===== src/rtl/adf4158_cfg_rx.sv =====
// Receive-side decoder for the ADF4158 3-wire configuration stream.
// Frames 32-bit words on LE rising edges, decodes register indices and tracks framing errors.
module adf4158_cfg_rx #(
    parameter int SYNC_STAGES = 2,
    parameter int ERR_CNT_W   = 8
) (
    input  logic                 clk,
    input  logic                 rst_n,
    input  logic                 sclk,
    input  logic                 le,
    input  logic                 data,
    output logic [31:0]          word,
    output logic [3:0]           idx,
    output logic                 word_valid,
    output logic                 frame_err,
    output logic [ERR_CNT_W-1:0] err_cnt,
    output logic [9:0]           reg_written,
    output logic                 all_written,
    output logic                 ramp_en
);

    localparam int SS = (SYNC_STAGES < 2) ? 2 : SYNC_STAGES;

    localparam logic [0:0] ST_IDLE  = 1'b0;
    localparam logic [0:0] ST_SHIFT = 1'b1;

    // Map a raw word to its logical register index; R5/R6 carry two parts selected by bit 23.
    function automatic logic [3:0] decode_idx(input logic [31:0] w);
        logic [3:0] r;
        case (w[2:0])
            3'd0:    r = 4'd0;
            3'd1:    r = 4'd1;
            3'd2:    r = 4'd2;
            3'd3:    r = 4'd3;
            3'd4:    r = 4'd4;
            3'd5:    r = w[23] ? 4'd6 : 4'd5;
            3'd6:    r = w[23] ? 4'd8 : 4'd7;
            3'd7:    r = 4'd9;
            default: r = 4'd0;
        endcase
        return r;
    endfunction

    logic [1:0] rst_sync_q;
    logic       rst_int_n;

    // Reset synchronizer: asserts immediately, releases on a clock edge.
    always_ff @(posedge clk or negedge rst_n) begin
        if (!rst_n) begin
            rst_sync_q <= 2'b00;
        end else begin
            rst_sync_q <= {rst_sync_q[0], 1'b1};
        end
    end

    assign rst_int_n = rst_sync_q[1];

    logic [SS-1:0] sclk_sync_q;
    logic [SS-1:0] le_sync_q;
    logic [SS-1:0] data_sync_q;
    logic          sclk_hist_q;
    logic          le_hist_q;
    logic          sclk_rise_q;
    logic          le_rise_q;
    logic          le_fall_q;
    logic          data_ev_q;
    logic          sclk_rise_s;
    logic          le_rise_s;
    logic          le_fall_s;

    // Input synchronizers plus one history flop for edge detection on sclk and le.
    always_ff @(posedge clk or negedge rst_int_n) begin
        if (!rst_int_n) begin
            sclk_sync_q <= '0;
            le_sync_q   <= '0;
            data_sync_q <= '0;
            sclk_hist_q <= 1'b0;
            le_hist_q   <= 1'b0;
        end else begin
            sclk_sync_q <= {sclk_sync_q[SS-2:0], sclk};
            le_sync_q   <= {le_sync_q[SS-2:0], le};
            data_sync_q <= {data_sync_q[SS-2:0], data};
            sclk_hist_q <= sclk_sync_q[SS-1];
            le_hist_q   <= le_sync_q[SS-1];
        end
    end

    assign sclk_rise_s = sclk_sync_q[SS-1] & ~sclk_hist_q;
    assign le_rise_s   = le_sync_q[SS-1] & ~le_hist_q;
    assign le_fall_s   = ~le_sync_q[SS-1] & le_hist_q;

    // Registered edge events; data is captured in the same stage so it stays aligned with sclk.
    always_ff @(posedge clk or negedge rst_int_n) begin
        if (!rst_int_n) begin
            sclk_rise_q <= 1'b0;
            le_rise_q   <= 1'b0;
            le_fall_q   <= 1'b0;
            data_ev_q   <= 1'b0;
        end else begin
            sclk_rise_q <= sclk_rise_s;
            le_rise_q   <= le_rise_s;
            le_fall_q   <= le_fall_s;
            data_ev_q   <= data_sync_q[SS-1];
        end
    end

    logic [0:0]           state_q,       state_d;
    logic [5:0]           bit_cnt_q,     bit_cnt_d;
    logic [31:0]          shift_q,       shift_d;
    logic [31:0]          word_q,        word_d;
    logic [3:0]           idx_q,         idx_d;
    logic                 word_valid_q,  word_valid_d;
    logic                 frame_err_q,   frame_err_d;
    logic [ERR_CNT_W-1:0] err_cnt_q,     err_cnt_d;
    logic [9:0]           reg_written_q, reg_written_d;
    logic                 ramp_en_q,     ramp_en_d;
    logic [3:0]           dec_idx_s;

    assign dec_idx_s = decode_idx(shift_q);

    // Framing state machine; an le rise takes priority over a coincident sclk rise.
    always_comb begin
        state_d       = state_q;
        bit_cnt_d     = bit_cnt_q;
        shift_d       = shift_q;
        word_d        = word_q;
        idx_d         = idx_q;
        word_valid_d  = 1'b0;
        frame_err_d   = 1'b0;
        err_cnt_d     = err_cnt_q;
        reg_written_d = reg_written_q;
        ramp_en_d     = ramp_en_q;
        case (state_q)
            ST_IDLE: begin
                if (le_fall_q) begin
                    state_d   = ST_SHIFT;
                    bit_cnt_d = 6'd0;
                    shift_d   = 32'd0;
                end else begin
                    state_d = ST_IDLE;
                end
            end
            ST_SHIFT: begin
                if (le_rise_q) begin
                    state_d = ST_IDLE;
                    if (bit_cnt_q == 6'd32) begin
                        word_d        = shift_q;
                        idx_d         = dec_idx_s;
                        word_valid_d  = 1'b1;
                        reg_written_d = reg_written_q | (10'b1 << dec_idx_s);
                        if (dec_idx_s == 4'd0) begin
                            ramp_en_d = shift_q[31];
                        end else begin
                            ramp_en_d = ramp_en_q;
                        end
                    end else begin
                        frame_err_d = 1'b1;
                        if (err_cnt_q != {ERR_CNT_W{1'b1}}) begin
                            err_cnt_d = err_cnt_q + ERR_CNT_W'(1);
                        end else begin
                            err_cnt_d = err_cnt_q;
                        end
                    end
                end else if (sclk_rise_q) begin
                    shift_d = {shift_q[30:0], data_ev_q};
                    if (bit_cnt_q == 6'd33) begin
                        bit_cnt_d = 6'd33;
                    end else begin
                        bit_cnt_d = bit_cnt_q + 6'd1;
                    end
                end else begin
                    state_d = ST_SHIFT;
                end
            end
            default: begin
                state_d = ST_IDLE;
            end
        endcase
    end

    // State and output registers.
    always_ff @(posedge clk or negedge rst_int_n) begin
        if (!rst_int_n) begin
            state_q       <= ST_IDLE;
            bit_cnt_q     <= 6'd0;
            shift_q       <= 32'd0;
            word_q        <= 32'd0;
            idx_q         <= 4'd0;
            word_valid_q  <= 1'b0;
            frame_err_q   <= 1'b0;
            err_cnt_q     <= '0;
            reg_written_q <= 10'd0;
            ramp_en_q     <= 1'b0;
        end else begin
            state_q       <= state_d;
            bit_cnt_q     <= bit_cnt_d;
            shift_q       <= shift_d;
            word_q        <= word_d;
            idx_q         <= idx_d;
            word_valid_q  <= word_valid_d;
            frame_err_q   <= frame_err_d;
            err_cnt_q     <= err_cnt_d;
            reg_written_q <= reg_written_d;
            ramp_en_q     <= ramp_en_d;
        end
    end

    assign word        = word_q;
    assign idx         = idx_q;
    assign word_valid  = word_valid_q;
    assign frame_err   = frame_err_q;
    assign err_cnt     = err_cnt_q;
    assign reg_written = reg_written_q;
    assign all_written = &reg_written_q;
    assign ramp_en     = ramp_en_q;

endmodule


===== config.mk =====
export PLATFORM = sky130hd
export DESIGN_NAME = adf4158_cfg_rx
export DESIGN_NICKNAME = d
export VERILOG_FILES = /design/src/rtl/adf4158_cfg_rx.sv
export SDC_FILE = /design/constraint.sdc
export NUM_CORES = 1
export LEC_CHECK = 0
export CORE_ASPECT_RATIO = 1.75
export CORE_MARGIN = 1.5
export CORE_UTILIZATION = 43
export DETAILED_ROUTE_END_ITERATION = 12
export PLACE_DENSITY_LB_ADDON = 0.15
export SLEW_MARGIN = 5
export SYNTH_ARGS = -nofsm -noshare
export SYNTH_HDL_FRONTEND = slang
export SYNTH_SLANG_ARGS = --single-unit

===== constraint.sdc =====
create_clock -name clk -period 3.7 [get_ports clk]
set_clock_uncertainty 0.2 [all_clocks]
set_input_delay 0.37 -clock clk [delete_from_list [all_inputs] [get_ports clk]]
set_output_delay 0.37 -clock clk [all_outputs]
set_load 0.005 [all_outputs]

* Word-level counts from Yosys, hierarchy flattened
Index checks and enable logic that the tools add are counted.
W data, S select, Z words.
** Word-level totals
- Bits in registers :: 110
- Input bits :: 5
- Output and inout port bits :: 58
- Logic and storage cells :: 73
** Cells by class
- Add/sub/neg operators :: 2
- Eq/ne operators :: 13
- Shift-type cells :: 1
- Multiplexer cells :: 21
- Bitwise operators :: 9
- Reduce and logical (&&, ||, !) cells :: 7
** Operators by type and width (number)
- $mux W32 :: 3
- $pmux W32 S2 :: 1
- $pmux W4 S8 :: 1
- $mux W6 :: 4
- $eq A3 B3 Y1 const B :: 4
- $eq A6 B6 Y1 const B :: 2
- $pmux W6 S2 :: 1
- $or A10 B10 Y10 :: 1
- $reduce_and A10 Y1 :: 1
- $shl A1 B4 Y10 const A :: 1
- $add A8 B1 Y8 const B :: 1
- $mux W1 :: 8
- $ne A8 B8 Y1 const B :: 1
- $reduce_and A4 Y1 :: 2
- $add A6 B1 Y6 const B :: 1
- $eq A3 B2 Y1 const B :: 2
- $ne A2 B2 Y1 const B :: 3
- $reduce_and A3 Y1 :: 2
- $not A1 Y1 :: 5
- $logic_not A4 Y1 :: 1
- $mux W4 :: 1
- $and A1 B1 Y1 :: 3
- $eq A3 B1 Y1 const B :: 1
- $logic_not A3 Y1 :: 1
- 2 further kinds :: 2

* Longest topological paths before layout
Gate-level depths: netlist (run 1).
- Depth after elaboration :: 5
- Mapped depth :: 7
- Gate-level depth less buffers :: 6

* Worst setup path after synthesis (run 1)
OpenSTA, ideal clock, no wires.
- Path type :: register -> register
- Start :: register bit_cnt_q[2]
- End :: register ramp_en_q (netlist: ramp_en)
- Library setup time :: 0.128 ns
- Data arrival time :: 1.477 ns
- Required time :: 3.372 ns
- Setup slack :: 1.896 ns
- Cell stages (with the launch flop) :: 5
- Path buffers :: 0
- Period minus slack after synthesis :: 1.804 ns
- Path through :: dfrtp_1 -> nor4b_4 -> nand4_4 -> nor4_2 -> mux2_1
** On the way
- Cells in the longest elaborated chain, start to end :: 2
** Ends and longest elaborated chain
- start: declaration :: RTL line 108 : logic [5:0] bit_cnt_q, bit_cnt_d;
- start signal: assignment :: RTL line 196 : bit_cnt_q <= bit_cnt_d;
- $eq A6 B6 Y1 :: RTL line 146 : if (bit_cnt_q == 6'd32) begin
- $reduce_and A4 Y1 (no source line)
- end signal: assignment :: RTL line 204 : ramp_en_q <= ramp_en_d;
- end: declaration :: RTL line 116 : logic ramp_en_q, ramp_en_d;
Every way passes these cells.
A chain may end at the register's enable or synchronous reset.

* Worst setup path in the final report (run 1)
Same ends and word-level chain as after synthesis.

==> reports/summary.md, run 1 <==
* **run status** completed
* **Int Power** 1.894 mW
* **Pins Over Slew Limit** 0
* **deepest level of the CTS H-tree** 3
* **Core Region** 9789 µm²
* **Static Leakage** 2.686 nW
* **total routing usage reported by global routing** 17.49%
* **Worst setup SP type** flip-flop
* **sw power** 0.6077 mW
* **# Max-Cap Violations** 0
* **number of design rule violations left after detail routing** 0
* **clock slew at reported path FFs** 0.07 ns
* **iteration-0 DRC count of the detailed router** 163
* **final wirelength** 8433 µm
* **Vias** 3054
* **R2R Setup Slk** 1.53 ns
* **syn_area_per_cell** 10.14 µm²
* **setup bufs post-CTS** 0
* **commonest cells after routing, fill and taps aside** sky130_fd_sc_hd__nand2_1, sky130_fd_sc_hd__dfrtp_1, sky130_fd_sc_hd__clkdlybuf4s50_1
* **most used flip-flop cell after synthesis** sky130_fd_sc_hd__dfrtp_1
* **maximum cell stage delay along the critical path** 0.44 ns
* **Slowest-stage cell, CP** sky130_fd_sc_hd__dfrtp_1
* **Slew headroom** 57.38%
* **cell depth of the worst flop-to-flop path** 5
* **number of synthesized flops with an enable pin** 0
* **Clock power frac** 39.0%
* **buffer cell driving the clock tree root** sky130_fd_sc_hd__clkbuf_16
* **final period utilization** 58.56%
* **CP Max Fanout** 43
* **CTS tree** yes
* **critical path data required time** 3.72 ns
* **minimum clock period** 2.167 ns
* **final setup fails** 0
* **number of optimization iterations in the first detailed-route pass** 4
* **net count of the mapped netlist** 433
* **Via-to-Cell Ratio** 4.990
* **buffer and inverter count on the worst path** 1
* **width of the chip** 78.59 µm
* **Switching Fraction** 24.29%
* **gate count of the mapped netlist** 424
* **DP HPWL** 5676 µm
* **maximum clock insertion buffer count** 2
* **Final Wtd Congestion** 0.7711
* **number of nets with antenna violations after detailed routing** 0
* **cell-by-cell trace of the critical path** nor4b_4 -> nand4_4 -> buf_4 -> nor4_2 -> mux2_1
* **height of the chip** 135.3 µm
* **I/O pin total** 63
* **total congestion overflow** 0
* **Total Power Consumption** 2.502 mW
* **transition time at the pin with the least slew margin** 0.6393 ns
* **Sum Neg Setup Slack** 0 ns
* **type of the worst setup path** flip-flop to flip-flop
* **async set-reset flop share out of synthesis** 100.0%
* **Die Outline Area** 10630 µm²
* **Rows** 48
* **global-route wire length before repair** 14620 µm
* **power share of the combinational group** 7.6%
* **clock latency reported for the late side of the worst-skew pair** 0.34 ns
* **pin count of the biggest net entering global routing** 52
* **Flop pwr share** 53.4%
* **via count of the first global-routing pass** 3083
* **Routed wire per std cell** 13.78 µm
* **number of failing hold endpoints at the final stage** 0
* **number of nets in the finished design** 491
* **share of synthesized area occupied by flip-flops and latches** 64.03%
* **distinct cell type count of the synthesized netlist** 40
* **n_diodes** 0
* **critical path data arrival time** 2.19 ns
* **warning count from the yosys run** 0
* **clk sink count** 110
* **post-synthesis to final-layout area growth** 24.39%
* **worst reg2reg endpoint** ramp_en
* **total of flip-flops plus latches after synthesis** 110
* **Power Density** 467.8 nW/µm²
* **reg-to-reg critical path startpoint** bit_cnt_q[2]
* **most common cell after layout, fill and taps aside** sky130_fd_sc_hd__nand2_1
* **IR Drop Worst-Case VDD** 0.3027 mV
* **kind of path behind the tightest hold check** flip-flop to asynchronous set/reset pin
* **Worst Hold Slack** 0.1519 ns
* **share of layout cells above drive strength 1** 6.776%
* **kind of end point of the critical path** flip-flop
* **maximum operating frequency** 0.4616 GHz
* **antenna violations before repair** 0
* **family with the most delay on the worst path** simple AND/OR/NAND/NOR gates
* **TritonCTS Buffers** 9
* **total of buffers placed on input and output ports** 62
* **cell area after synthesis** 4299 µm²
* **unrepaired setup endpoints after global routing** no
* **starting utilization of the core area** 43.92%
==> registers in the layout, summed over array words and instances (netlist names), 2 cells and up <==
name	flops
word	32
idx	4
reg_written	10
le_sync_q	2
sclk_sync_q	2
err_cnt	8
rst_sync_q	2
bit_cnt_q	6
data_sync_q	2
shift_q	32
==> final cells by class <==
| cell class | count | area [µm²] |
|---|---|---|
| clock buffers | 10 | 239.0 |
| clock inverters | 6 | 70.07 |
| fillers | 902 | 4442 |
| inverters | 9 | 33.78 |
| multi-input cells | 283 | 1416 |
| flip-flops and latches | 110 | 2756 |
| well taps | 125 | 156.4 |
| repair buffers | 69 | 675.6 |
==> per-stage QoR <==
step                      instances  utilization, %  area, µm²  worst slack, ns
after floorplan                 424               -       4299           0.2088
after global placement          595           51.37       5029            1.568
after detailed placement        595           51.37       5029            1.528
after CTS                       612           54.63       5348            1.512
after global routing            612           54.63       5348            1.359
final                           612           54.63       5348            1.533
==> what timing repair did <==
item	in CTS	in global routing
hold endpoints to repair	2	0
hold buffers	1	0
resized for setup	0	0
==> how the worst max path moves through the flow <==
stage | startpoint | slack [ns] | endpoint | depth (start not counted)
floorplan | rst_sync_q[1] | 0.21 | bit_cnt_q[0] | 0
global placement | bit_cnt_q[2] | 1.57 | reg_written[1] | 5
detailed placement | bit_cnt_q[2] | 1.53 | ramp_en | 5
CTS | bit_cnt_q[2] | 1.51 | ramp_en | 5
global route | state_q | 1.36 | bit_cnt_q[2] | 4
finish | bit_cnt_q[2] | 1.53 | ramp_en | 5
==> Yosys cell counts, drive strengths merged (2+ instances only) <==
library cell,count,area share [%]
ha,4,1.2
nor2b,5,0.73
nor3,3,0.35
clkbuf,15,1.3
a21o,2,0.38
xnor2,3,0.61
a31oi,2,0.29
xor2,6,1.2
nand2,163,14
a21oi,6,0.70
buf,7,0.93
o21ai,13,1.6
nor4,3,0.58
inv,9,0.79
nand3,35,4.1
nand4,5,1.1
mux2,2,0.52
dfrtp,110,64
a41o,5,1.2
nor2,9,0.79
o31ai,5,0.99
==> power groups by stage <==
stage	Combinational [mW]	Sequential, mW	Clock [mW]
after floorplan	0.118	1.34	0
after global placement	0.190	1.36	0
after detailed placement	0.193	1.36	0
after CTS	0.195	1.34	1.00
after global routing	0.216	1.35	1.05
final	0.191	1.34	0.975
==> logic make-up (layout without fill, tap and decap cells) <==
kind of cell	count (synthesis)	in the layout	share of synthesized area, %
xor gates and xnor gates	9	9	1.834
other	1	1	0.08723
AOI/OAI and AO/OA	38	38	6.112
adders and majority gates	4	4	1.164
buffers and inverters	31	94	3.027
DFF	110	110	64.03
and+or+nand+nor	229	229	23.22
muxes	2	2	0.5238
==> routing by layer <==
layer | GRT usage, % | routed length [µm] | up-vias
met4 | 7.440 | 113 | 0
met5 | 0 | 0 | -
met2 | 30.32 | 4351 | 66
met3 | 3.502 | 313 | 9
li1 | - | - | 1497
met1 | 20.90 | 3654 | 1482
Note: power is estimated with default switching activity, not from simulation.
==> inputs of run 2 (changes only) <==
clock period = 1.8 ns   (was 3.7 ns; I/O delays follow)
==> reports/summary.md, run 2 (synthesized netlist as in run 1, its figures left out) <==
* **critical path data required time** 1.83 ns, -1.89 ns
* **pin count of the biggest net entering global routing** 66, +27%
* **height of the chip** 135.3 µm, unchanged
* **I/O pin total** 63, unchanged
* **clock slew at reported path FFs** 0.07 ns, about the same
* **family with the most delay on the worst path** flip-flops
* **CTS tree** yes
* **clk sink count** 110, unchanged
* **dpl ws** -0.05799 ns, -1.586 ns
* **unrepaired setup endpoints after global routing** yes
* **final wirelength** 8891 µm, +5.4%
* **Routed wire per std cell** 13.89 µm, +0.82%
* **Vias** 3202, +4.8%
* **number of optimization iterations in the first detailed-route pass** 4, unchanged
* **CP Max Fanout** 4, -91%
* **Slew headroom** 63.20%, +5.8 points
* **maximum clock insertion buffer count** 2, unchanged
* **final standard cell area without fillers** 5608 µm², +4.9%
* **transition time at the pin with the least slew margin** 0.5520 ns, -0.08727 ns
* **Die Outline Area** 10630 µm², unchanged
* **clock latency reported for the late side of the worst-skew pair** 0.34 ns, about the same
* **Slowest-stage cell, CP** sky130_fd_sc_hd__dfrtp_1
* **Int Power** 3.809 mW, +100%
* **number of failing hold endpoints at the final stage** 0, unchanged
* **total congestion overflow** 0, unchanged
* **sw power** 1.266 mW, +110%
* **kind of path behind the tightest hold check** input port to flip-flop
* **commonest cells after routing, fill and taps aside** sky130_fd_sc_hd__nand2_1, sky130_fd_sc_hd__dfrtp_1, sky130_fd_sc_hd__clkdlybuf4s50_1
* **share of layout cells above drive strength 1** 13.01%, +6.2 points
* **number of design rule violations left after detail routing** 0, unchanged
* **instance area after placement** 5261 µm², +4.6%
* **maximum operating frequency** 0.5563 GHz, +21%
* **cell-by-cell trace of the critical path** nor4b_4 -> buf_4 -> a21o_4 -> inv_4 -> o21ai_2 -> mux2_4
* **count of placed standard cells including taps** 621, +4.4%
* **Sum Neg Setup Slack** 0 ns, unchanged
* **Final Wtd Congestion** 0.7967, +3.3%
* **Total Power Consumption** 5.075 mW, +100%
* **maximum cell stage delay along the critical path** 0.40 ns, -0.04 ns
* **Core Region** 9789 µm², unchanged
* **DP HPWL** 6149 µm, +8.3%
* **antenna violations before repair** 0, unchanged
* **run status** completed
* **global-route wire length before repair** 15270 µm, +4.4%
* **critical path data arrival time** 1.83 ns, -0.36 ns
* **kind of end point of the critical path** flip-flop
* **via count of the first global-routing pass** 3178, +3.1%
* **final period utilization** 99.87%, +41 points
* **deepest level of the CTS H-tree** 3, unchanged
* **Pins Over Slew Limit** 0, unchanged
* **n_diodes** 0, unchanged
* **Power Density** 904.9 nW/µm², +93%
* **number of nets in the finished design** 519, +5.7%
* **Layout fillers** 856, -5.1%
* **iteration-0 DRC count of the detailed router** 182, +12%
* **Via-to-Cell Ratio** 5.003, +0.26%
* **# Max-Cap Violations** 0, unchanged
* **number of standard cells in the final layout excluding fillers** 640, +4.6%
* **reg-to-reg critical path startpoint** bit_cnt_q[3]
* **type of the worst setup path** flip-flop to flip-flop
* **starting utilization of the core area** 43.92%, unchanged
* **minimum clock period** 1.798 ns, -0.3688 ns
* **hold path startpoint** sclk
* **Worst setup SP type** flip-flop
* **Flop pwr share** 52.8%, -0.6 points
* **Switching Fraction** 24.95%, +0.66 points
* **Clock power frac** 35.2%, -3.8 points
* **Static Leakage** 2.832 nW, +5.4%
* **number of nets with antenna violations after detailed routing** 0, unchanged
* **timing startpoint of the critical path** bit_cnt_q[3]
* **worst setup slack after layout** 0.002256 ns, -1.531 ns
* **buffer cell driving the clock tree root** sky130_fd_sc_hd__clkbuf_16
* **total routing usage reported by global routing** 18.29%, +0.80 points
* **final setup fails** 0, unchanged
* **most common cell after layout, fill and taps aside** sky130_fd_sc_hd__nand2_1
* **IR Drop Worst-Case VDD** 0.8294 mV, +170%
* **buffer and inverter count on the worst path** 2, +1
* **TritonCTS Buffers** 9, unchanged
* **post-synthesis to final-layout area growth** 30.44%
* **width of the chip** 78.59 µm, unchanged
* **total of buffers placed on input and output ports** 62, unchanged
* **Rows** 48, unchanged
* **power share of the combinational group** 12.0%, +4.4 points
-- run 2: cell types whose count changed in the layout (fill, tap and decap cells not counted), sizes merged --
cell	previous run	this run
buf	6	34
clkdlybuf4s50	62	61
dlygate4sd2	0	1
bufinv	1	0
clkbuf	10	12
clkinv	4	3
-- run 2: worst paths after layout --
| path | end | slack [ns] | cells after the start |
|---|---|---|---|
| setup / recovery | err_cnt[1] | 0.002 | 6 |
| hold / removal | sclk_sync_q[0] | 0.07 | 1 |
| setup reg to reg | err_cnt[1] | 0.002 | 6 |
| hold reg to reg | data_sync_q[1] | 0.12 | 1 |
| max in group asynchronous | word[21] | 0.79 | 1 |
| min in group asynchronous | data_sync_q[1] | 0.12 | 1 |
-- run 2: metrics by stage --
stage / utilization [%] / hold slack [ns]
global route: 57.29 / 0.06196
finish: 57.29 / 0.06868
global placement: 53.74 / 0.1320
floorplan: - / -0.3156
detailed placement: 53.74 / 0.1358
CTS: 56.88 / 0.05495
-- run 2: layout make-up --
type	count	area (µm²)	share of cell area [%]
clock buffers	12	236.5	4.217
clock inverters	4	23.77	0.4239
inverters	9	36.28	0.6470
multi-input cells	283	1469	26.19
flip-flops and latches	110	2756	49.15
well taps	125	156.4	2.789
repair buffers	97	929.6	16.58
-- run 2: repair_timing --
| item | 4_1_cts | 5_1_grt |
|---|---|---|
| gates resized for setup | 5 | 11 |
| setup endpoints to repair | 5 | 39 |
| gates cloned | 0 | 0 |
| pin swaps | 2 | 1 |
| setup buffers | 2 | 0 |
| endpoints found under the hold margin | 2 | 0 |
| hold buffers | 1 | 0 |
-- run 2: metal layers --
metal  vias to the layer above  global-route usage, %  wire length (µm)
met3                        12                  3.502               375
li1                       1554                      -                 -
met4                         0                  8.631               220
met5                         -                      0                 0
met2                        87                  30.51              4631
met1                      1549                  22.70              3664
-- run 2: power by group through the flow --
stage | sequential, mW | clock (mW) | combinational, mW
final | 2.68 | 1.78 | 0.610
after global routing | 2.69 | 1.93 | 0.682
after CTS | 2.68 | 1.85 | 0.612
after detailed placement | 2.72 | 0 | 0.589
after global placement | 2.72 | 0 | 0.571
after floorplan | 2.75 | 0 | 0.243
==> RTL edit: new RTL, settings of run 2 <==
`shift_q` no longer has a reset.
--- a/src/rtl/adf4158_cfg_rx.sv
+++ b/src/rtl/adf4158_cfg_rx.sv
@@ -184,5 +184,4 @@
             state_q       <= ST_IDLE;
             bit_cnt_q     <= 6'd0;
-            shift_q       <= 32'd0;
             word_q        <= 32'd0;
             idx_q         <= 4'd0;
@@ -195,5 +194,4 @@
             state_q       <= state_d;
             bit_cnt_q     <= bit_cnt_d;
-            shift_q       <= shift_d;
             word_q        <= word_d;
             idx_q         <= idx_d;
@@ -204,4 +202,8 @@
             ramp_en_q     <= ramp_en_d;
         end
+    end
+
+    always_ff @(posedge clk) begin
+        shift_q <= shift_d;
     end
 
Check against the original RTL: same outputs for any inputs over 10 cycles, from zero or initial values and one cycle with rst_n low; that may be too few to reach the edited logic, so the function may still have changed.
==> RTL edit against run 2 <==
Highest routed layer unchanged; worst setup slack better by 0.014 ns; area after synthesis down 1.7%; power up 5.1%; routed wire length down 7.9%; design area down 1.1%; largest cell class unchanged; sequential cell count unchanged.
==> RTL edit: results (changes against run 2) <==
| Metric | Value |
|---|---|
| Via count of the first global-routing pass | `2,734 (-14%)` |
| HPWL after DPL | `5460 µm (-11%)` |
| Total of fill cells in the finished design | `836 (-2.3%)` |
| Synthesized Nets | `369 (-15%)` |
| Count of flip-flops with a built-in enable after synthesis | `32 (+32)` |
| Wire length on met3 | `223 µm (-41%)` |
| Sequential element share of the synthesized area | `68.9% (+4.9 points)` |
| Global-route wire length before repair | `13,300 µm (-13%)` |
| Total Routed Length | `8190 µm (-7.9%)` |
| Cell types with the largest area share after synthesis | `sky130_fd_sc_hd__dfrtp_1, sky130_fd_sc_hd__edfxtp_1, sky130_fd_sc_hd__nand2_1` |
| Arrival time at the worst endpoint | `1.81 ns (-0.02 ns)` |
| Via density per instance | `4.98 (-0.48%)` |
| Met3 global-route usage | `2.59% (-0.92 points)` |
| Met1 capacity usage during global routing | `20.7% (-2.0 points)` |
| Maximum resistive drop on vdd | `0.665 mV (-20%)` |
| Initial detailed-routing violation count | `171 (-6.0%)` |
| Status | `finished clean` |
| Adder-cell area share of the yosys netlist | `1.18% (+0.020 points)` |
| Post-layout nets | `459 (-12%)` |
| Async SR Flop Fraction | `70.9% (-29 points)` |
| Global routing usage summed across all routing layers | `16.5% (-1.8 points)` |
| Uppermost routed layer | `met4` |
| Met2 Resource Use GR | `27.6% (-2.9 points)` |
| Leading cell types by count after synthesis | `sky130_fd_sc_hd__nand2_1, sky130_fd_sc_hd__dfrtp_1, sky130_fd_sc_hd__edfxtp_1` |
| # resized after CTS | `3 (-2)` |
| Layout cells sized above 1 | `13.8% (+0.84 points)` |
| Clk network pwr share | `33.2% (-2.0 points)` |
| Weighted congestion reported at the end of routability-driven placement | `0.783 (-1.7%)` |
| Proportion of synthesized area in mux cells | `0.622% (+0.098 points)` |
| Leakage power | `2.55 nW (-10%)` |
| Fraction of the mapped netlist area in compound gates | `5.77% (-0.34 points)` |
| Number of different library cells in the post-synthesis netlist | `39 (-2.5%)` |
| Sequential cell fraction of total power | `54.1% (+1.3 points)` |
| Fin area | `0.00554 mm² (-1.1%)` |
| Dpl cell area | `0.00516 mm² (-2.0%)` |
| XOR/XNOR share of the synthesized area | `1.24% (-0.59 points)` |
| Routed met2 length | `4360 µm (-5.9%)` |
| Reg-to-reg startpoint | `bit_cnt_q[4]` |
| Postcts setup bufs | `1 (-1)` |
| Port Buffer Count | `62 (unchanged)` |
| Net switching share of the total power | `24.2% (-0.71 points)` |
[RTL edit: area by class of cell]
class	instances	area, µm²	area share, %
timing repair buffer	94	928	16.7
tap	122	153	2.75
clock buffer	11	233	4.20
multi-input combinational	226	1250	22.5
clock inverter	5	26.3	0.474
inverter	9	37.5	0.677
sequential	110	2920	52.6
[RTL edit: worst min path at each step]
stage / startpoint / to / slack [ns] / depth (start not counted)
after floorplan: rst_n / rst_sync_q[0] / -0.32 / 0
after global placement: le_sync_q[0] / le_sync_q[1] / 0.14 / 0
after detailed placement: data_sync_q[1] / data_ev_q / 0.14 / 0
after CTS: sclk / sclk_sync_q[0] / 0.06 / 1
after global routing: sclk / sclk_sync_q[0] / 0.07 / 1
final: sclk / sclk_sync_q[0] / 0.08 / 1
[RTL edit: metrics by stage]
step	instances	power [mW]	setup slack (ns)
final	577	5.33	0.0163
after global routing	577	5.57	-0.0667
after CTS	572	5.31	-0.0403
after detailed placement	554	3.51	-0.0770
after global placement	554	3.50	-0.0469
after floorplan	360	3.23	-0.104
